==> src/rtl/imem_loader_pkg.sv <==
// rtl/imem_loader_pkg.sv - shared state encoding and stream framing constants for the loader
package imem_loader_pkg;

  typedef enum logic [2:0] {
    IDLE   = 3'd0,
    LEN_LO = 3'd1,
    LEN_HI = 3'd2,
    DATA   = 3'd3,
    DONE   = 3'd4,
    ERR    = 3'd5
  } state_t;

  localparam int LEN_BYTES      = 2;
  localparam int BYTES_PER_WORD = 4;

endpackage

==> src/rtl/imem_word_packer.sv <==
// rtl/imem_word_packer.sv - assembles little-endian bytes into instruction words
module imem_word_packer
  import imem_loader_pkg::*;
#(
  parameter int DATA_WIDTH = 32
) (
  input  logic                  clk,
  input  logic                  rst,
  input  logic                  i_clr,
  input  logic [7:0]            i_byte,
  input  logic                  i_valid,
  output logic [DATA_WIDTH-1:0] o_word,
  output logic                  o_word_done
);

  logic [1:0]            r_idx;
  logic [DATA_WIDTH-9:0] r_shift;

  // The newest byte lands on top so byte 0 ends up in bits [7:0] after four shifts.
  assign o_word      = {i_byte, r_shift};
  assign o_word_done = i_valid && (r_idx == 2'(BYTES_PER_WORD - 1));

  always_ff @(posedge clk) begin
    if (rst || i_clr) begin
      r_idx   <= '0;
      r_shift <= '0;
    end else if (i_valid) begin
      r_idx   <= r_idx + 2'd1;
      r_shift <= o_word[DATA_WIDTH-1:8];
    end
  end

endmodule

==> src/rtl/imem_loader.sv <==
// rtl/imem_loader.sv - loads a length-prefixed byte stream into instruction memory
module imem_loader
  import imem_loader_pkg::*;
#(
  parameter int DATA_WIDTH = 32,
  parameter int ADDR_WIDTH = 10
) (
  input  logic                  clk,
  input  logic                  rst,
  input  logic                  start_i,
  input  logic [7:0]            byte_i,
  input  logic                  byte_valid_i,
  output logic                  WE,
  output logic [ADDR_WIDTH-1:0] A,
  output logic [DATA_WIDTH-1:0] WD,
  output logic                  busy_o,
  output logic                  done_o,
  output logic                  err_o,
  output logic                  cpu_rst_o
);

  localparam int CNT_W = 8 * LEN_BYTES;
  localparam logic [CNT_W:0] DEPTH = {{CNT_W{1'b0}}, 1'b1} << ADDR_WIDTH;

  state_t                r_state;
  state_t                w_next;
  logic [CNT_W-1:0]      r_count;
  logic [CNT_W:0]        r_words;
  logic [CNT_W-1:0]      w_len;
  logic                  w_start;
  logic                  w_accept;
  logic                  w_word_done;
  logic                  w_last;
  logic [DATA_WIDTH-1:0] w_word;

  assign w_start  = start_i && (r_state inside {IDLE, DONE, ERR});
  assign w_accept = byte_valid_i && (r_state == DATA);
  assign w_len    = {byte_i, r_count[7:0]};
  // Writes are at least four cycles apart, so r_words is already up to date here.
  assign w_last   = w_word_done && ((r_words + 1'b1) == {1'b0, r_count});

  imem_word_packer #(.DATA_WIDTH(DATA_WIDTH)) u_packer (
    .clk        (clk),
    .rst        (rst),
    .i_clr      (w_start),
    .i_byte     (byte_i),
    .i_valid    (w_accept),
    .o_word     (w_word),
    .o_word_done(w_word_done)
  );

  always_comb begin
    w_next = r_state;
    case (r_state)
      IDLE, DONE, ERR: if (start_i) w_next = LEN_LO;
      LEN_LO:          if (byte_valid_i) w_next = LEN_HI;
      LEN_HI: begin
        if (byte_valid_i) begin
          if (w_len == '0)                 w_next = DONE;
          else if ({1'b0, w_len} > DEPTH)  w_next = ERR;
          else                             w_next = DATA;
        end
      end
      DATA:            if (w_last) w_next = DONE;
      default:         w_next = IDLE;
    endcase
  end

  always_ff @(posedge clk) begin
    if (rst) r_state <= IDLE;
    else     r_state <= w_next;
  end

  always_ff @(posedge clk) begin
    if (rst) begin
      WE      <= 1'b0;
      A       <= '0;
      WD      <= '0;
      r_count <= '0;
      r_words <= '0;
    end else begin
      WE <= w_word_done;
      if (w_word_done) WD <= w_word;
      if (w_start) begin
        A       <= '0;
        r_words <= '0;
      end else if (WE) begin
        A       <= A + 1'b1;
        r_words <= r_words + 1'b1;
      end
      if (r_state == LEN_LO && byte_valid_i) r_count[7:0]  <= byte_i;
      if (r_state == LEN_HI && byte_valid_i) r_count[15:8] <= byte_i;
    end
  end

  assign busy_o    = r_state inside {LEN_LO, LEN_HI, DATA};
  assign done_o    = (r_state == DONE);
  assign err_o     = (r_state == ERR);
  assign cpu_rst_o = (r_state != DONE);

endmodule

==> config.mk <==
export PLATFORM = sky130hd
export DESIGN_NAME = imem_loader
export DESIGN_NICKNAME = d
export VERILOG_FILES = /design/src/rtl/imem_loader_pkg.sv /design/src/rtl/imem_word_packer.sv /design/src/rtl/imem_loader.sv
export SDC_FILE = /design/constraint.sdc
export NUM_CORES = 1
export LEC_CHECK = 0
export ABC_AREA = 1
export CAP_MARGIN = 20
export CORE_UTILIZATION = 40
export CTS_BUF_LIST = sky130_fd_sc_hd__clkbuf_8
export CTS_CLUSTER_SIZE = 12
export DETAILED_ROUTE_END_ITERATION = 16
export GPL_ROUTABILITY_DRIVEN = 0
export MAX_ROUTING_LAYER = met4
export SYNTH_ARGS = -nofsm -noshare
export SYNTH_HDL_FRONTEND = slang
export SYNTH_SLANG_ARGS = --single-unit
==> constraint.sdc <==
create_clock -name clk -period 5.6 [get_ports clk]
set_clock_uncertainty 0.2 [all_clocks]
set_input_delay 1.12 -clock clk [delete_from_list [all_inputs] [get_ports clk]]
set_output_delay 1.12 -clock clk [all_outputs]
set_load 0.02 [all_outputs]
After elaboration in Yosys (flattened, before gate mapping):

Cells that the tools add are included.

* word-level logic and storage cells: 46
* bits of input ports: 12
* bits in registers: 105
* output and inout port bits: 47
* memories: 0
* bits in read-only memories: 0
* latch bits: 0
* bits in writable memories: 0

* $mul: 0
* order comparisons: 1
* reduce and logical (&&, ||, !) cells: 14
* add/subtract/negate cells: 3
* shift-type cells: 0
* div/mod/pow operators: 0
* bitwise operators: 0
* mux-type cells: 7
* eq/ne operators: 12

Operator list (number)
* $mux 3: 6
* $add 17x1->17 const B: 1
* $eq 17x16->1: 1
* $gt 16x11->1 const B: 1
* $logic_not 16->1: 1
* $pmux 3 s4: 1
* $add 10x1->10 const B: 1
* $ne 2x2->1 const B: 4
* $eq 3x2->1 const B: 2
* $eq 3x3->1 const B: 2
* $logic_and 1x1->1: 6
* $reduce_bool 3->1: 2
* $reduce_and 4->1: 1
* $eq 3x1->1 const B: 1
* $logic_not 3->1: 1
* $ne 3x3->1 const B: 1
* $reduce_or 3->1: 1
* $add 2x1->2 const B: 1
* $eq 2x2->1 const B: 1
* $reduce_or 2->1: 1
* $logic_or 1x1->1: 1

Logic depth before layout (Yosys ltp):

Gate-level depths: netlist (run 1).

* depth in word-level cells: 6
* gate-level depth with buffers: 16
* mapped depth without buffers: 16

Cells and area by module:

Synthesis (run 1) repeated with hierarchy kept, for this count alone.

* cell total of the unflattened synthesis: 753
* area total of the unflattened synthesis: 5032.3 µm²

Modules (own cells, without submodules)
* imem_loader: area an instance 3870.0 µm², instances 1, cells an instance 578, sequential area each 1581.5 µm²
* imem_word_packer: area an instance 1162.4 µm², instances 1, cells an instance 175, sequential area each 520.5 µm²

Worst setup path before layout (run 1):

No wires, ideal clock.

* kind: input to register
* start point: input byte_valid_i
* end point: register r_state[2]
* arrival: 2.099 ns
* slack: 3.188 ns
* cell stages on the path: 13
* library setup time: 0.113 ns
* required time: 5.287 ns
* path buffers: 0
* path through: nand4_2 nor2_1 nand2_1 nor2_1 nand2_1 nor2_1 nand2_1 nor2_2 nand3_2 nand2_2 nand3_1 nand2_1 nor2_1

* cells in the longest elaborated chain, start to end: 5
* elaborated cells on any way between the ends: 7
* classes of those cells: eq/ne: 3; reduce/logical: 4

RTL lines
* start: declaration: line imem_loader.sv:12 `input logic byte_valid_i,`
* $logic_and 1x1->1: line imem_loader.sv:37 `assign w_accept = byte_valid_i && (r_state == DATA);`
* $logic_and 1x1->1: line imem_word_packer.sv:21 `assign o_word_done = i_valid && (r_idx == 2'(BYTES_PER_WORD - 1));`
* $logic_and 1x1->1: line imem_loader.sv:40 `assign w_last = w_word_done && ((r_words + 1'b1) == {1'b0, r_count});`
* $ne 2x2->1 (no source line)
* $reduce_and 4->1 (no source line) *
* end signal: assignment: line imem_loader.sv:71 `else r_state <= w_next;`
* end: declaration: line imem_loader.sv:25 `state_t r_state;`

Mark *: on every way between the ends. The rest lies on a longest branch, timed or not.
A chain may end at the register's enable or synchronous reset.

Final worst setup path (run 1):

Same ends and word-level chain as after synthesis.

==> summary.txt, run 1 <==
Cells and area
  • Filler instances: 1149
  • Commonest non-fill, non-tap cell in the layout: nand2_1
  • Reg area: 0.00210 sq mm
  • Area occupied by multi-input gates: 0.00219 sq mm
  • Final Cell Area: 0.00560 sq mm
  • Number of inserted diodes: 0
  • P&R area growth vs syn: 18.5%
  • Most frequent cells in the layout: nand2_1 (122), dfxtp_1 (105), inv_1 (79)
  • Net count reported at finish: 721
  • Fraction of layout cells with a size suffix above 1: 0.0746

Global route
  • Initial antenna violation count: 0
  • Gr busiest metal: met2
  • Grt ovf: 0
  • Largest net degree at the start of global routing: 50
  • GRT Overall Usage: 0.199
  • Number of global-route vias before repair: 4112
  • M3 GR Usage: 0.0252
  • Met1 usage: 0.257
  • First-pass GRT wire length: 19700 um
  • GR Util met2: 0.323

Timing
  • Final Hold Vio Count: 0
  • TNS Setup: 0 ps
  • Tcrit/Tclk final: 0.559
  • Min Tclk post-route: 3130 ps
  • F_max: 320 MHz
  • Setup violators final: 0
  • Worst-Margin Slew: 524 ps
  • Unrepaired setup endpoints after global routing: false
  • Pins over their slew limit: 0
  • Slew margin rel.: 0.647

Setup path
  • Worst Path Required: 5660 ps
  • WP depth: 16
  • Crit end category: register
  • Crit Path Class: primary input to register
  • CP Launch Type: primary input
  • Buffers and inverters on the worst path: 3
  • Crit-path slowest cell: clkdlybuf4s50_1
  • FF-to-FF path depth: 14
  • CP Max Fanout: 33
  • Crit-path max cell delay: 500 ps
  • CP Data Arrival Time: 3190 ps
  • Top delay family on crit path: simple AND/OR/NAND/NOR gates
  • Crit-path cells: clkdlybuf4s50_1 > nand4_2 > buf_4 > nor2_1 > buf_4 > nand2_1 > nor2_1 > nand2_1 > nor2_1 > nand2_1 > nor2_2 > nand3_2 > nand2_2 > nand3_1 > nand2_1 > nor2_1

Clock tree
  • TritonCTS clock tree: yes
  • Htree depth: 3
  • Clock Sinks: 105
  • Clock insertion delay at the later pin of the skew report: 370 ps
  • Max clock buf depth: 2
  • Total CTS buffers: 9
  • Post-cts repair resize count: 0
  • CTS Hold Bufs: 0
  • Root buffer cell: clkbuf_8
  • Clk pin slew, worst setup/hold paths: 100 ps
  • Post-CTS setup repair buffer count: 0

Drt
  • TritonRoute pass-1 iters: 4
  • DR WL/cell: 13.2 um
  • DR vias/cell: 5.03
  • DRC Markers: 0
  • Detail Route Antenna Nets: 0
  • Drt first-iter violations: 211
  • Final wirelength: 11300 um
  • Via Count: 4288

Synth
  • Synth warn: 0
  • Synth Cell Area: 0.00473 sq mm
  • EDFF count, synth: 0
  • Syn Nets: 674
  • Post-synthesis sequential area ratio: 0.444
  • Syn Area/Cell: 7.19 sq um
  • Asr flop ratio synth: 0
  • Ys flop type: dfxtp_1
  • Mapped Cells: 658
  • Netlist cell types: 34
  • #FFs+latches synth: 105

Job
  • Max cap viols: 0

Worst hold path
  • Min-Delay Path Class: register to register
  • Hold Path Cell Cnt: 2

Power and ir drop
  • VDD IR-drop max: 0.133 mV
  • Power Density: 294 mW/mm^2
  • Leakage: 2.25 nW

Die
  • CORE AREA: 0.0115 sq mm
  • Die W: 111 um
  • Initial core utilization: 0.412
  • Die Span Y: 111 um
  • Site row count: 39
  • IO Pins: 59
  • Die area: 0.0123 sq mm

Outcome
  • Status: finished, final reports clean

Placed design
  • DP HPWL: 8030 um
  • Placed Area: 0.00541 sq mm
  • IO buf count: 58
## cell families (layout without fill, tap and decap cells)
family | after synthesis | count (layout) | share of synthesized area
adder cells (fa/ha/maj) | 4 | 4 | 0.0106
AO/OA/AOI/OAI | 147 | 147 | 0.162
AND/OR/NAND/NOR | 284 | 284 | 0.275
flip-flops | 105 | 105 | 0.444
buffers and inverters | 111 | 163 | 0.0921
XOR/XNOR | 7 | 7 | 0.0159
## worst reg2reg max path: stages (launching register included)
cell     delay [ps]
dfxtp_1         460
ha_1            270
nand2_1         150
nor2_2          220
nand2_4         100
nor2_4          100
nand2_1          70
xor2_1          190
nand2_1          90
nor2_2          130
nand3_2          80
nand2_2         100
nand3_1          70
nand2_1          80
nor2_1           50
## cells in the mapped netlist, types with 2 or more instances
| library cell | number | area share |
|---|---|---|
| buf_2 | 6 | 0.0063 |
| a21oi_1 | 59 | 0.062 |
| nand2_1 | 122 | 0.097 |
| nand4_1 | 10 | 0.013 |
| nand2_4 | 2 | 0.0048 |
| clkbuf_1 | 20 | 0.016 |
| o211ai_1 | 6 | 0.0095 |
| o21ai_0 | 75 | 0.079 |
| inv_1 | 79 | 0.063 |
| buf_4 | 3 | 0.0048 |
| nor2_2 | 6 | 0.0079 |
| nor2_1 | 65 | 0.052 |
| nand2_2 | 6 | 0.0079 |
| xor2_1 | 5 | 0.0093 |
| dfxtp_1 | 105 | 0.44 |
| nor2_4 | 6 | 0.014 |
| nand3_1 | 54 | 0.057 |
| nand3_2 | 4 | 0.0085 |
| inv_2 | 2 | 0.0016 |
| ha_1 | 4 | 0.011 |
| a31oi_1 | 2 | 0.0026 |
| nor3_1 | 4 | 0.0042 |
| nor4_1 | 2 | 0.0026 |
## power breakdown
group,switching (W),leakage (nW),internal (W)
combinational,0.000232,1.31,0.000127
clock,0.000271,0.0983,0.000180
sequential,0.0000414,0.848,0.000796
## per-stage QoR
step           hold slack [ps]  setup slack, ps  instances   util  power (W)
2_1_floorplan              236             3190        658      -    0.00110
3_3_place_gp               255             2110        837  0.472    0.00121
3_5_place_dp               261             2070        837  0.472    0.00121
4_1_cts                    277             2460        853  0.489    0.00166
5_1_grt                    297             2240        853  0.489    0.00175
6_report                   277             2470        853  0.489    0.00165
## layer usage
layer  part of all wire  wire, um
met2               0.46      5230
met3              0.048       540
met5                  0         0
met4             0.0099       112
met1               0.48      5410
## layout make-up
type / count / share of cell area
multi-input combinational: 442 / 0.391
clock buffer: 10 / 0.0246
timing repair buffer: 65 / 0.113
sequential: 105 / 0.375
tap: 143 / 0.0319
clock inverter: 6 / 0.00916
inverter: 82 / 0.0549
## flip-flops by register name, summed over array words and instances, names as in the netlist
| signal | flops |
|---|---|
| u_packer.r_idx | 2 |
| r_count | 16 |
| WD | 32 |
| WE | 1 |
| u_packer.r_shift | 24 |
| A | 10 |
| r_words | 17 |
| r_state | 3 |
## final timing paths
check	from	endpoint	slack, ps
worst max register to register	r_words[0]	r_state[2]	3160
worst min register to register	u_packer.r_shift[2]	u_packer.r_shift[2]	280
worst max-delay path	byte_valid_i	r_state[2]	2470
worst min-delay path	u_packer.r_shift[2]	u_packer.r_shift[2]	280
(Power assumes the default switching activity.)
==> run 2: changes to the inputs <==
Clock period 5.6 ns to 2.8 ns, I/O delays scaled along.
==> run 2 against run 1 <==
  * Critical path depth fell by 13
  * Worst hold slack got worse by 7.3 ps
  * Sequential share of layout area fell by 0.32 points
  * Sequential power rose by 100%
  * Wire length increased by 5.5%
  * Die area stayed put
  * Setup slack got worse by 2200 ps
  * Non-clock buffer count increased by 4
  * Via count rose by 1.0%
  * Final area up 0.87%
  * Critical endpoint is now err_o
==> summary.txt, run 2 (synthesis results as in run 1) <==
Timing
  • TNS Setup: 0 ps (unchanged)
  • Final hold slack: 270 ps (was 277 ps)
  • Slew margin rel.: 0.655 (was 0.647)
  • Pins over their slew limit: 0 (unchanged)
  • Setup violators final: 0 (unchanged)
  • Tcrit/Tclk final: 0.913
  • Final Hold Vio Count: 0 (unchanged)
  • Unrepaired setup endpoints after global routing: false (unchanged)
  • Min Tclk post-route: 2560 ps
  • F_max: 391 MHz
  • Worst-Margin Slew: 512 ps (was 524 ps)

Power and ir drop
  • Clock power share: 0.293 (was 0.274)
  • VDD IR-drop max: 0.292 mV (was 0.133 mV)
  • Switch Pwr: 0.00112 W (was 0.000545 W)
  • Internal: 0.00228 W (was 0.00110 W)
  • Power Density: 603 mW/mm^2 (was 294 mW/mm^2)
  • Sequential share of power: 0.492 (was 0.508)
  • Switching Share: 0.330 (was 0.331)
  • Leakage: 2.28 nW (was 2.25 nW)
  • Comb pwr share: 0.216 (was 0.218)

Clock tree
  • Max clock buf depth: 2 (unchanged)
  • Clk pin slew, worst setup/hold paths: 90 ps (was 100 ps)
  • Root buffer cell: clkbuf_8 (unchanged)
  • Post-cts repair resize count: 0 (unchanged)
  • Clock insertion delay at the later pin of the skew report: 380 ps (was 370 ps)
  • Post-CTS setup repair buffer count: 0 (unchanged)
  • TritonCTS clock tree: yes (unchanged)
  • Total CTS buffers: 9 (unchanged)
  • CTS Hold Bufs: 0 (unchanged)
  • Clock Sinks: 105 (unchanged)
  • Htree depth: 3 (unchanged)

Drt
  • DRC Markers: 0 (unchanged)
  • DR WL/cell: 13.9 um (was 13.2 um)
  • Drt first-iter violations: 237 (was 211)
  • TritonRoute pass-1 iters: 5 (was 4)
  • Detail Route Antenna Nets: 0 (unchanged)
  • Via Count: 4333 (was 4288)
  • Final wirelength: 11900 um (was 11300 um)
  • DR vias/cell: 5.06 (was 5.03)

Die
  • IO Pins: 59 (unchanged)
  • CORE AREA: 0.0115 sq mm (unchanged)
  • Site row count: 39 (unchanged)
  • Initial core utilization: 0.412 (unchanged)
  • Die W: 111 um (unchanged)
  • Die area: 0.0123 sq mm (unchanged)
  • Die Span Y: 111 um (unchanged)

Cells and area
  • Most frequent cells in the layout: nand2_1 (122), dfxtp_1 (105), inv_1 (79) (unchanged)
  • Final Cell Area: 0.00565 sq mm (was 0.00560 sq mm)
  • Fraction of layout cells with a size suffix above 1: 0.0798 (was 0.0746)
  • Reg area: 0.00210 sq mm (unchanged)
  • Area occupied by multi-input gates: 0.00219 sq mm (unchanged)
  • Max reg flops: 32 (unchanged)
  • Net count reported at finish: 725 (was 721)
  • Top reg by flops: WD (unchanged)
  • P&R area growth vs syn: 19.5% (was 18.5%)
  • Biggest regs: WD x32, u_packer.r_shift x24, r_words x17 (unchanged)
  • Number of inserted diodes: 0 (unchanged)
  • Commonest non-fill, non-tap cell in the layout: nand2_1 (unchanged)
  • Filler instances: 1149 (unchanged)

Worst hold path
  • Min-Delay Path Class: register to register (unchanged)

Global route
  • GRT Overall Usage: 0.208 (was 0.199)
  • Initial antenna violation count: 0 (unchanged)
  • Number of global-route vias before repair: 4126 (was 4112)
  • Largest net degree at the start of global routing: 50 (unchanged)
  • Grt ovf: 0 (unchanged)
  • First-pass GRT wire length: 20000 um (was 19700 um)

Placed design
  • IO buf count: 58 (unchanged)
  • Placed Area: 0.00544 sq mm (was 0.00541 sq mm)
  • DP HPWL: 8390 um (was 8030 um)

Setup path
  • CP Data Arrival Time: 1800 ps (was 3190 ps)
  • Worst Path Required: 2040 ps (was 5660 ps)
  • CP Launch Type: register (was primary input)
  • CP Max Fanout: 6 (was 33)
  • Crit Path Class: register to primary output (was primary input to register)
  • Crit end category: primary output (was register)

Outcome
  • Status: finished, final reports clean (unchanged)

Job
  • Max cap viols: 0 (unchanged)
==> run 2: final timing paths <==
path | start | end | slack [ps] | cells past startpoint
worst max register to register | r_words[0] | r_state[2] | 360 | 14
worst min register to register | u_packer.r_shift[22] | u_packer.r_shift[22] | 270 | 2
worst max-delay path | r_state[2] | err_o | 240 | 3
worst min-delay path | u_packer.r_shift[22] | u_packer.r_shift[22] | 270 | 2
==> run 2: worst max-delay path, stage by stage, from the launching register on <==
cell             delay (ps)
dfxtp_1                 460
inv_1                   130
nor3_1                  210
clkdlybuf4s50_1         640
==> run 2: per-stage QoR <==
step	utilization	std cells	total power, W	setup WS (ps)
4_1_cts	0.493	857	0.00344	217
2_1_floorplan	-	658	0.00221	690
3_3_place_gp	0.475	841	0.00243	285
5_1_grt	0.493	857	0.00360	151
6_report	0.493	857	0.00341	244
3_5_place_dp	0.475	841	0.00244	244
==> run 2: power groups by stage <==
stage | Sequential, W | Combinational (W) | Clock, W
after floorplan | 0.00167 | 0.000535 | 0
after global placement | 0.00171 | 0.000727 | 0
after detailed placement | 0.00171 | 0.000732 | 0
after CTS | 0.00167 | 0.000737 | 0.00103
after global routing | 0.00169 | 0.000828 | 0.00108
final | 0.00168 | 0.000735 | 0.000997
==> run 2: layout make-up <==
class                      count  share of cell area
clock buffer                   9              0.0219
clock inverter                 7              0.0148
inverter                      82              0.0545
multi-input combinational    442               0.388
sequential                   105               0.372
tap                          143              0.0317
timing repair buffer          69               0.117
==> run 2: per-layer routing <==
layer	GRT usage	up-vias	routed length (um)
li1	-	2235	-
met1	0.262	1974	5560
met2	0.334	105	5590
met3	0.0323	19	526
met4	0.0853	0	234
met5	-	-	0
